File: src/rtl/pipe_reg_pkg.sv
// pipe_reg_pkg
//   Shared definitions for the pipeline stage register bank.
//   - PIPE_REG_DEF_BITS / PIPE_REG_DEF_DEPTH: default payload width and
//     stage count used by the core's stage instantiations.
//   - occ_w(depth): width of an occupancy counter able to hold 0..depth.
package pipe_reg_pkg;

  localparam int PIPE_REG_DEF_BITS  = 32;
  localparam int PIPE_REG_DEF_DEPTH = 3;

  function automatic int occ_w(input int depth);
    return $clog2(depth + 1);
  endfunction

endpackage

File: src/rtl/pipe_reg_stage.sv
// pipe_reg_stage
//   One register stage of the pipeline bank: a payload register and its
//   valid bit.
//   Ports:
//     clk          rising-edge clock
//     reset        synchronous, active-high; loads ResetValue, clears valid
//     load         advance qualifier (ClockEnable & Tick at the top)
//     flush        with load: clear valid, keep payload
//     hold         with load and no flush: keep contents instead of loading
//     d, d_valid   item from the previous stage (or the bank input)
//     q, q_valid   registered stage contents
//     q_valid_next valid bit this stage will hold after the coming edge,
//                  excluding reset; used by the top for occupancy
module pipe_reg_stage #(
  parameter int                  NrOfBits   = 32,
  parameter logic [NrOfBits-1:0] ResetValue = '0
) (
  input  logic                clk,
  input  logic                reset,
  input  logic                load,
  input  logic                flush,
  input  logic                hold,
  input  logic [NrOfBits-1:0] d,
  input  logic                d_valid,
  output logic [NrOfBits-1:0] q,
  output logic                q_valid,
  output logic                q_valid_next
);

  logic take;

  // Flush wins over both hold and load; the payload is deliberately left
  // alone on flush so Q does not change when the bank is emptied.
  assign take = load & ~flush & ~hold;

  always_comb begin
    q_valid_next = q_valid;
    if (load & flush) begin
      q_valid_next = 1'b0;
    end else if (take) begin
      q_valid_next = d_valid;
    end
  end

  always_ff @(posedge clk) begin
    if (reset) begin
      q       <= ResetValue;
      q_valid <= 1'b0;
    end else begin
      q_valid <= q_valid_next;
      if (take) begin
        q <= d;
      end
    end
  end

endmodule

File: src/rtl/pipe_stage_reg.sv
// pipe_stage_reg
//   Parametrised pipeline stage register bank. Carries a NrOfBits payload
//   through Depth register stages with per-stage valid bits, tick-qualified
//   advance, stall and flush, and a registered occupancy count.
//
//   Handshake: an item on D/InValid is captured into stage 0 on a rising
//   edge where ClockEnable & Tick is high and InReady is high. InReady is
//   combinational (~hold[0]); an item offered while it is low is not taken
//   and must be re-presented. OutValid/Q form the output side; Stall tells
//   the bank the consumer cannot take the output stage this advance.
//
//   Ports:
//     Clock, Reset         clock and synchronous active-high reset
//     ClockEnable, Tick    advance when both are high
//     D, InValid           input item
//     InReady              stage 0 will accept on an advance edge
//     Stall                consumer cannot accept the output stage
//     Flush                with advance: drop every in-flight item
//     Q, OutValid          output stage payload (not gated) and valid
//     Occupancy            registered count of valid stages
//
//   Build option PIPE_REG_BUBBLE_COLLAPSE_EN: when defined, a stall only
//   holds the contiguous run of valid stages ending at the output stage, so
//   items still move forward into empty stages. When undefined, Stall
//   freezes the whole bank.
module pipe_stage_reg
  import pipe_reg_pkg::*;
#(
  parameter int                  NrOfBits   = PIPE_REG_DEF_BITS,
  parameter int                  Depth      = PIPE_REG_DEF_DEPTH,
  parameter logic [NrOfBits-1:0] ResetValue = '0
) (
  input  logic                      Clock,
  input  logic                      Reset,
  input  logic                      ClockEnable,
  input  logic                      Tick,
  input  logic [NrOfBits-1:0]       D,
  input  logic                      InValid,
  output logic                      InReady,
  input  logic                      Stall,
  input  logic                      Flush,
  output logic [NrOfBits-1:0]       Q,
  output logic                      OutValid,
  output logic [occ_w(Depth)-1:0]   Occupancy
);

  localparam int OccW = occ_w(Depth);

  logic                adv;
  logic [NrOfBits-1:0] data [Depth];
  logic [Depth-1:0]    valid;
  logic [Depth-1:0]    valid_n;
  logic [Depth-1:0]    hold;
  logic [OccW-1:0]     occ_next;

  assign adv = ClockEnable & Tick;

  // Hold chain runs from the output stage back to the input stage.
  always_comb begin
    hold = '0;
`ifdef PIPE_REG_BUBBLE_COLLAPSE_EN
    hold[Depth-1] = Stall & valid[Depth-1];
    for (int k = Depth - 2; k >= 0; k--) begin
      hold[k] = hold[k+1] & valid[k];
    end
`else
    hold[Depth-1] = Stall;
    for (int k = Depth - 2; k >= 0; k--) begin
      hold[k] = hold[k+1];
    end
`endif
  end

  for (genvar k = 0; k < Depth; k++) begin : g_stage
    logic [NrOfBits-1:0] src_data;
    logic                src_valid;

    if (k == 0) begin : g_src_in
      assign src_data  = D;
      assign src_valid = InValid;
    end else begin : g_src_prev
      assign src_data  = data[k-1];
      assign src_valid = valid[k-1];
    end

    pipe_reg_stage #(
      .NrOfBits  (NrOfBits),
      .ResetValue(ResetValue)
    ) u_stage (
      .clk         (Clock),
      .reset       (Reset),
      .load        (adv),
      .flush       (Flush),
      .hold        (hold[k]),
      .d           (src_data),
      .d_valid     (src_valid),
      .q           (data[k]),
      .q_valid     (valid[k]),
      .q_valid_next(valid_n[k])
    );
  end

  // Occupancy is registered from the post-update valid vector so it lines
  // up with the stage contents it describes.
  always_comb begin
    occ_next = '0;
    for (int k = 0; k < Depth; k++) begin
      occ_next = occ_next + OccW'(valid_n[k]);
    end
  end

  always_ff @(posedge Clock) begin
    if (Reset) begin
      Occupancy <= '0;
    end else begin
      Occupancy <= occ_next;
    end
  end

  assign Q        = data[Depth-1];
  assign OutValid = valid[Depth-1];
  assign InReady  = ~hold[0];

endmodule

File: config.mk
export PLATFORM = sky130hd
export DESIGN_NAME = pipe_stage_reg
export DESIGN_NICKNAME = d
export VERILOG_FILES = /design/src/rtl/pipe_reg_pkg.sv /design/src/rtl/pipe_reg_stage.sv /design/src/rtl/pipe_stage_reg.sv
export SDC_FILE = /design/constraint.sdc
export NUM_CORES = 1
export LEC_CHECK = 0
export CORE_ASPECT_RATIO = 0.9
export CORE_MARGIN = 10
export CORE_UTILIZATION = 47
export CTS_BUF_LIST = sky130_fd_sc_hd__clkbuf_8
export DETAILED_ROUTE_END_ITERATION = 8
export PLACE_DENSITY = 0.78
export SYNTH_ARGS = -nofsm -noshare
export SYNTH_HDL_FRONTEND = slang
export SYNTH_SLANG_ARGS = --single-unit
File: constraint.sdc
create_clock -name Clock -period 1.5 [get_ports Clock]
set_input_delay 0.15 -clock Clock [delete_from_list [all_inputs] [get_ports Clock]]
set_output_delay 0.15 -clock Clock [all_outputs]
set_load 0.01 [all_outputs]
==> reports/results.ini, run 1 <==
[yosys]
syn_nets=482
synth-edff-count=0
synthXorXnorAreaFrac_pct=0
yosys.area_share.simple_pct=22.7
synth_top_cell_area_share_pct=57.6
avgSynthCellArea_um2=7.94
yosysTopAreaCell=dfxtp_1
synth-compound-area-share_pct=14.5
yosysSeqAreaShare_pct=57.6
synth_area_um2=3510
synth.area.top_cells=dfxtp_1 (58%), nand2_1 (21%), a21oi_1 (14%)
synth-main-ff-cell=dfxtp_1
syn_inst=442
ys_ff_latch=101
yosys.area_share.adder_pct=0.570
synth.distinct_cells=14
yosysWarnings=0
synth_common_cells=nand2_1 (198), dfxtp_1 (101), a21oi_1 (99)
synth_top_family_by_area=simple AND/OR/NAND/NOR gates
synth.most_common_cell=nand2_1
async_flop_share_pct=0
synthMuxAreaShare_pct=0

[cells_and_area]
num_antenna_cells=0
syn_to_final_growth_pct=30.1
fin_util_pct=63.9
multi_input_comb_area_um2=1360
drive_gt1_share_pct=6.84
fillers=611
final-seq-area_um2=2020
fin_nets=549

[sta]
setup_tns_ns=-0.0274
tightest_slew_ns=0.431
finalSetupViolations=1
rsz0062_at_grt=yes
period_needed_ns=1.53
max_slew_margin_pct=71.2
setup_slack_ns=-0.0274
fmax_mhz=655
hold_viol_final=0
post-route-period-util_pct=102
maxSlewViolCount=0
fin_worst_skew_ns=0.00997
holdWs_ns=0.211

[global_routing]
grt_usage_pct=13.0
antenna_found_initial=0
grt_pass1_wl_um=12600
grt_start_max_net_pins=102
overflow=0
grt_pass1_vias=2738

[die]
die_x_um=111
die_h_um=102
initial_core_util_pct=49.1
core_um2=7150
ios=75
dieArea_um2=11300
rows=29

[run_status]
violations=setup timing
status=finished with violations

[place]
place_ws_ns=-0.483
post-dp-hpwl_um=5000
gp_congestion=0.773
io_buffers=74

[critical_path]
regToRegEndpoint=Occupancy[0]
worstSetupStartpointType=flop
crit_family=simple AND/OR/NAND/NOR gates
cp.arrival_ns=1.76
reg2reg_from=g_stage[1].u_stage.q_valid
path_class=reg -> reg
path_buf_inv=0
max_stage_delay_ns=0.48
r2r_slack_ns=-0.03
required_ns=1.73
worstPathMaxFanout=2
path_cells=or4b_4 -> nand2_4 -> fa_1 -> nor2b_1
cp_slowest_cell=or4b_4
worstRegToRegCells=4
cp-end-kind=flop

[detailed_routing]
avgViaCountPerCell=4.83
wire_per_inst_um=12.2
drcViolationCount=0
first_iter_violations=197
routed_wl_um=7360
drtPass1Iterations=4
ant_nets=0
via_count=2925

[min_path]
hold_class=in -> reg
whs_path_depth=3
min_to=g_stage[2].u_stage.q_valid
hold_start=Stall

[clock_tree]
cts_root_buf=clkbuf_8
cts.path.max_buffers=2
htreeDepth=3
tritoncts=built
cts_sinks=101
clk_pin_slew_worst_paths_ns=0.09
numCtsBuffers=9
clk_latency_ns=0.34
hold_buffers=0

[pwr]
powerDensity_nw_per_um2=995
total_power_uw=4540
leakage_uw=0.00154
peakVddDrop_v=0.000634

[run]
cap_viol_max_count=0

[worst max path at each step]
stage	end	from	cells past startpoint	slack [ns]
after floorplan	Occupancy[0]	g_stage[1].u_stage.q_valid	4	0.04
after global placement	Occupancy[0]	ClockEnable	6	-0.42
after detailed placement	Occupancy[0]	Tick	6	-0.48
after CTS	Occupancy[0]	g_stage[1].u_stage.q_valid	4	-0.04
after global routing	Occupancy[0]	g_stage[1].u_stage.q_valid	4	-0.08
final	Occupancy[0]	g_stage[1].u_stage.q_valid	4	-0.03
[area by class of cell]
| cell class | instances | area share [%] |
|---|---|---|
| Inverter | 1 | 0.0822 |
| Clock buffer | 9 | 2.71 |
| Clock inverter | 5 | 1.18 |
| Sequential cell | 101 | 44.3 |
| Multi-Input combinational cell | 307 | 29.7 |
| Tap cell | 93 | 2.55 |
| Timing Repair Buffer | 89 | 19.5 |
[what timing repair did]
action	CTS	global route
setup buffers	0	1
setup endpoints to repair	2	3
hold endpoints to repair	0	0
resized for setup	4	5
pin swaps	3	1
[worst register-to-register path, stage by stage (launching register included)]
cell	delay, ns
dfxtp_2	0.34
or4b_4	0.48
nand2_4	0.07
fa_1	0.40
nor2b_1	0.13
[per-layer routing]
layer  vias to the layer above  share of wire, %  global-route usage (%)
met5                         -                 0                       0
met3                         6               4.4                    3.75
met1                      1307                47                    16.0
met4                         0              0.95                    5.43
met2                        66                48                    21.3
li1                       1546                 -                       -
[power by group]
part	switching (uW)	internal (uW)
registers	9.67	2700
logic	119	131
clock network	837	748
total	966	3580
[cells in the final DEF, fill, tap and decap left out]
| cell | Yosys | layout |
|---|---|---|
| fa_1 | 1 | 1 |
| nand2_1 | 198 | 197 |
| a21oi_1 | 99 | 99 |
| inv_1 | 1 | 1 |
| nand2_4 | 0 | 1 |
| clkinv_4 | 0 | 1 |
| o21ai_1 | 0 | 3 |
| bufinv_16 | 0 | 1 |
| nand4bb_4 | 0 | 1 |
| or4b_4 | 0 | 1 |
| clkdlybuf4s50_1 | 0 | 70 |
| dlymetal6s2s_1 | 0 | 1 |
| clkbuf_8 | 0 | 9 |
| and4bb_4 | 0 | 1 |
| buf_12 | 0 | 3 |
| nor2b_1 | 3 | 3 |
| clkinv_2 | 0 | 3 |
| dlygate4sd2_1 | 0 | 2 |
| dfxtp_1 | 101 | 100 |
| buf_4 | 3 | 13 |
| dfxtp_2 | 0 | 1 |
[state kept, by name, summed over array words and instances (netlist names)]
register                 count
g_stage.u_stage.q           96
g_stage.u_stage.q_valid      3
Occupancy                    2
[kinds of logic after synthesis]
logic type                 count (synthesis)
buffers and inverters                     34
adders and majority gates                  1
and+or+nand+nor                          204
DFF                                      101
AOI/OAI and AO/OA                        102
[through the flow]
step	instances	instance area, um2
after floorplan	442	3510
final	605	4570
after global routing	605	4570
after global placement	590	4370
after detailed placement	590	4370
after CTS	604	4550
Note: power is estimated with default switching activity, not from simulation.
==> run 2, diff against run 1 <==
Settings changed: CORE_UTILIZATION 47 to 56, PLACE_DENSITY 0.78 to 0.87.
Clock period 1.5 ns to 1.9 ns, I/O delays scaled along.
==> reports/results.ini, run 2 (same netlist as run 1, synthesis figures left out) <==
[sta]
maxSlewViolCount=0  ; unchanged
setup_tns_ns=0  ; +0.0274 ns
holdWs_ns=0.247  ; +0.0358 ns
period_needed_ns=1.83
finalSetupViolations=0  ; -1
fmax_mhz=546
max_slew_margin_pct=70.3  ; -0.92 points
fin_worst_skew_ns=0.00707  ; -0.00290 ns
post-route-period-util_pct=96.5
tightest_slew_ns=0.445  ; +0.0137 ns
rsz0062_at_grt=no
hold_viol_final=0  ; unchanged

[cells_and_area]
fin_nets=546  ; -0.55%
top_regs=g_stage.u_stage.q x96, g_stage.u_stage.q_valid x3, Occupancy x2
top_register=g_stage.u_stage.q
num_antenna_cells=0  ; unchanged
largest_register_ffs=96  ; unchanged
fin_util_pct=74.6  ; +11 points
drive_gt1_share_pct=6.07  ; -0.77 points
final_cell_mix=nand2_1 (198), dfxtp_1 (101), a21oi_1 (99)
syn_to_final_growth_pct=29.9
final_common_cell=nand2_1

[clock_tree]
tritoncts=built
cts_root_buf=clkbuf_8
cts_sinks=101  ; unchanged
clk_pin_slew_worst_paths_ns=0.09  ; about the same
numCtsBuffers=9  ; unchanged
cts.repair.resized=0  ; -4
htreeDepth=3  ; unchanged
clk_latency_ns=0.36  ; +0.02 ns
cts.path.max_buffers=2  ; unchanged
post_cts_buffers=0  ; unchanged
hold_buffers=0  ; unchanged

[critical_path]
cp_common_cell=nand2_1
worstPathMaxFanout=2  ; unchanged
cp.arrival_ns=2.08  ; +0.32 ns
worstSetupStartpointType=input pin
crit_family=simple AND/OR/NAND/NOR gates
cp-end-kind=flop
required_ns=2.14  ; +0.41 ns
path_class=in -> reg
path_buf_inv=1  ; +1
cp_slowest_cell=or4b_2
max_stage_delay_ns=0.64  ; +0.16 ns
path_cells=clkdlybuf4s50_1 -> nand2_1 -> or4b_2 -> nand2_1 -> fa_1 -> nor2b_1

[detailed_routing]
first_iter_violations=137  ; -30%
avgViaCountPerCell=4.90  ; +1.4%
drcViolationCount=0  ; unchanged
via_count=2932  ; +0.24%
ant_nets=0  ; unchanged
routed_wl_um=7700  ; +4.6%
drtPass1Iterations=4  ; unchanged
wire_per_inst_um=12.9  ; +5.8%

[run]
cap_viol_max_count=0  ; unchanged

[global_routing]
grt_start_max_net_pins=78  ; -24%
grt_usage_pct=16.0  ; +3.0 points
antenna_found_initial=0  ; unchanged
overflow=0  ; unchanged
grt_pass1_wl_um=12600  ; -0.38%
grt_pass1_vias=2770  ; +1.2%

[die]
core_um2=6110  ; -14%
rows=27  ; -6.9%
die_h_um=95.1  ; -6.7%
die_x_um=103  ; -6.9%
ios=75  ; unchanged
initial_core_util_pct=57.4  ; +8.3 points
dieArea_um2=9840  ; -13%

[min_path]
hold_class=in -> reg

[place]
post-dp-hpwl_um=5320  ; +6.3%
io_buffers=74  ; unchanged
gp_congestion=0.759  ; -1.8%

[pwr]
powerDensity_nw_per_um2=827  ; -17%
peakVddDrop_v=0.000612  ; -3.5%
total_power_uw=3770  ; -17%
leakage_uw=0.00153  ; -0.74%

[run_status]
status=finished, final reports clean

-- run 2: changes by cell type in the layout (fill, tap and decap cells not counted), moves of 2 or more --
cell,delta
dlygate4sd2_1,-2
o21ai_1,-3
clkdlybuf4s50_1,+3
o21ai_0,+3
buf_4,-3
-- run 2: where the power goes --
group	internal (uW)	switching (uW)	total, uW
clock network	737	695	1430
logic	104	94.1	198
registers	2130	8.05	2140
total	2970	798	3770
-- run 2: final timing paths --
path | startpoint | endpoint | slack (ns) | cells past startpoint
worst max-delay path | Tick | Occupancy[0] | 0.07 | 6
worst min-delay path | Reset | Occupancy[0] | 0.25 | 2
worst max register to register | g_stage[1].u_stage.q_valid | Occupancy[0] | 0.15 | 4
worst min register to register | g_stage[0].u_stage.q[7] | g_stage[1].u_stage.q[7] | 0.45 | 2
-- run 2: layout make-up --
cell class	instances	area [um2]
repair buffers	86	866
flip-flops and latches	101	2020
inverters	1	3.75
clock inverters	7	90.1
fillers	458	1550
multi-input cells	307	1350
well taps	87	109
clock buffers	9	124
-- run 2: metrics by stage --
step	setup WS (ns)	instances	instance area, um2
2_1_floorplan	0.276	442	3510
3_3_place_gp	-0.215	582	4350
3_5_place_dp	-0.301	582	4350
4_1_cts	0.0866	598	4560
5_1_grt	0.00648	598	4560
6_report	0.0669	598	4560
-- run 2: routing by layer --
layer  vias to the layer above  part of all wire [%]  track usage (%)
met5                         -                     0                0
li1                       1541                     -                -
met4                         0                   1.4             6.25
met1                      1313                    41             17.8
met3                        11                   6.9             5.50
met2                        67                    50             27.6
==> run 3, diff against run 2 <==
--- a/config.mk
+++ b/config.mk
@@ -7,2 +7,3 @@
 export LEC_CHECK = 0
+export ABC_CLOCK_PERIOD_IN_PS = 1900
 export CORE_ASPECT_RATIO = 0.9
@@ -11,2 +12,3 @@
 export CTS_BUF_LIST = sky130_fd_sc_hd__clkbuf_8
+export CTS_CLUSTER_SIZE = 14
 export DETAILED_ROUTE_END_ITERATION = 8
--- a/constraint.sdc
+++ b/constraint.sdc
@@ -3,2 +3,2 @@
 set_output_delay 0.19 -clock Clock [all_outputs]
-set_load 0.01 [all_outputs]
+set_load 0.005 [all_outputs]
==> results of run 3 <==
Same layout as run 2 (identical final DEF). Status: finished, final reports clean.
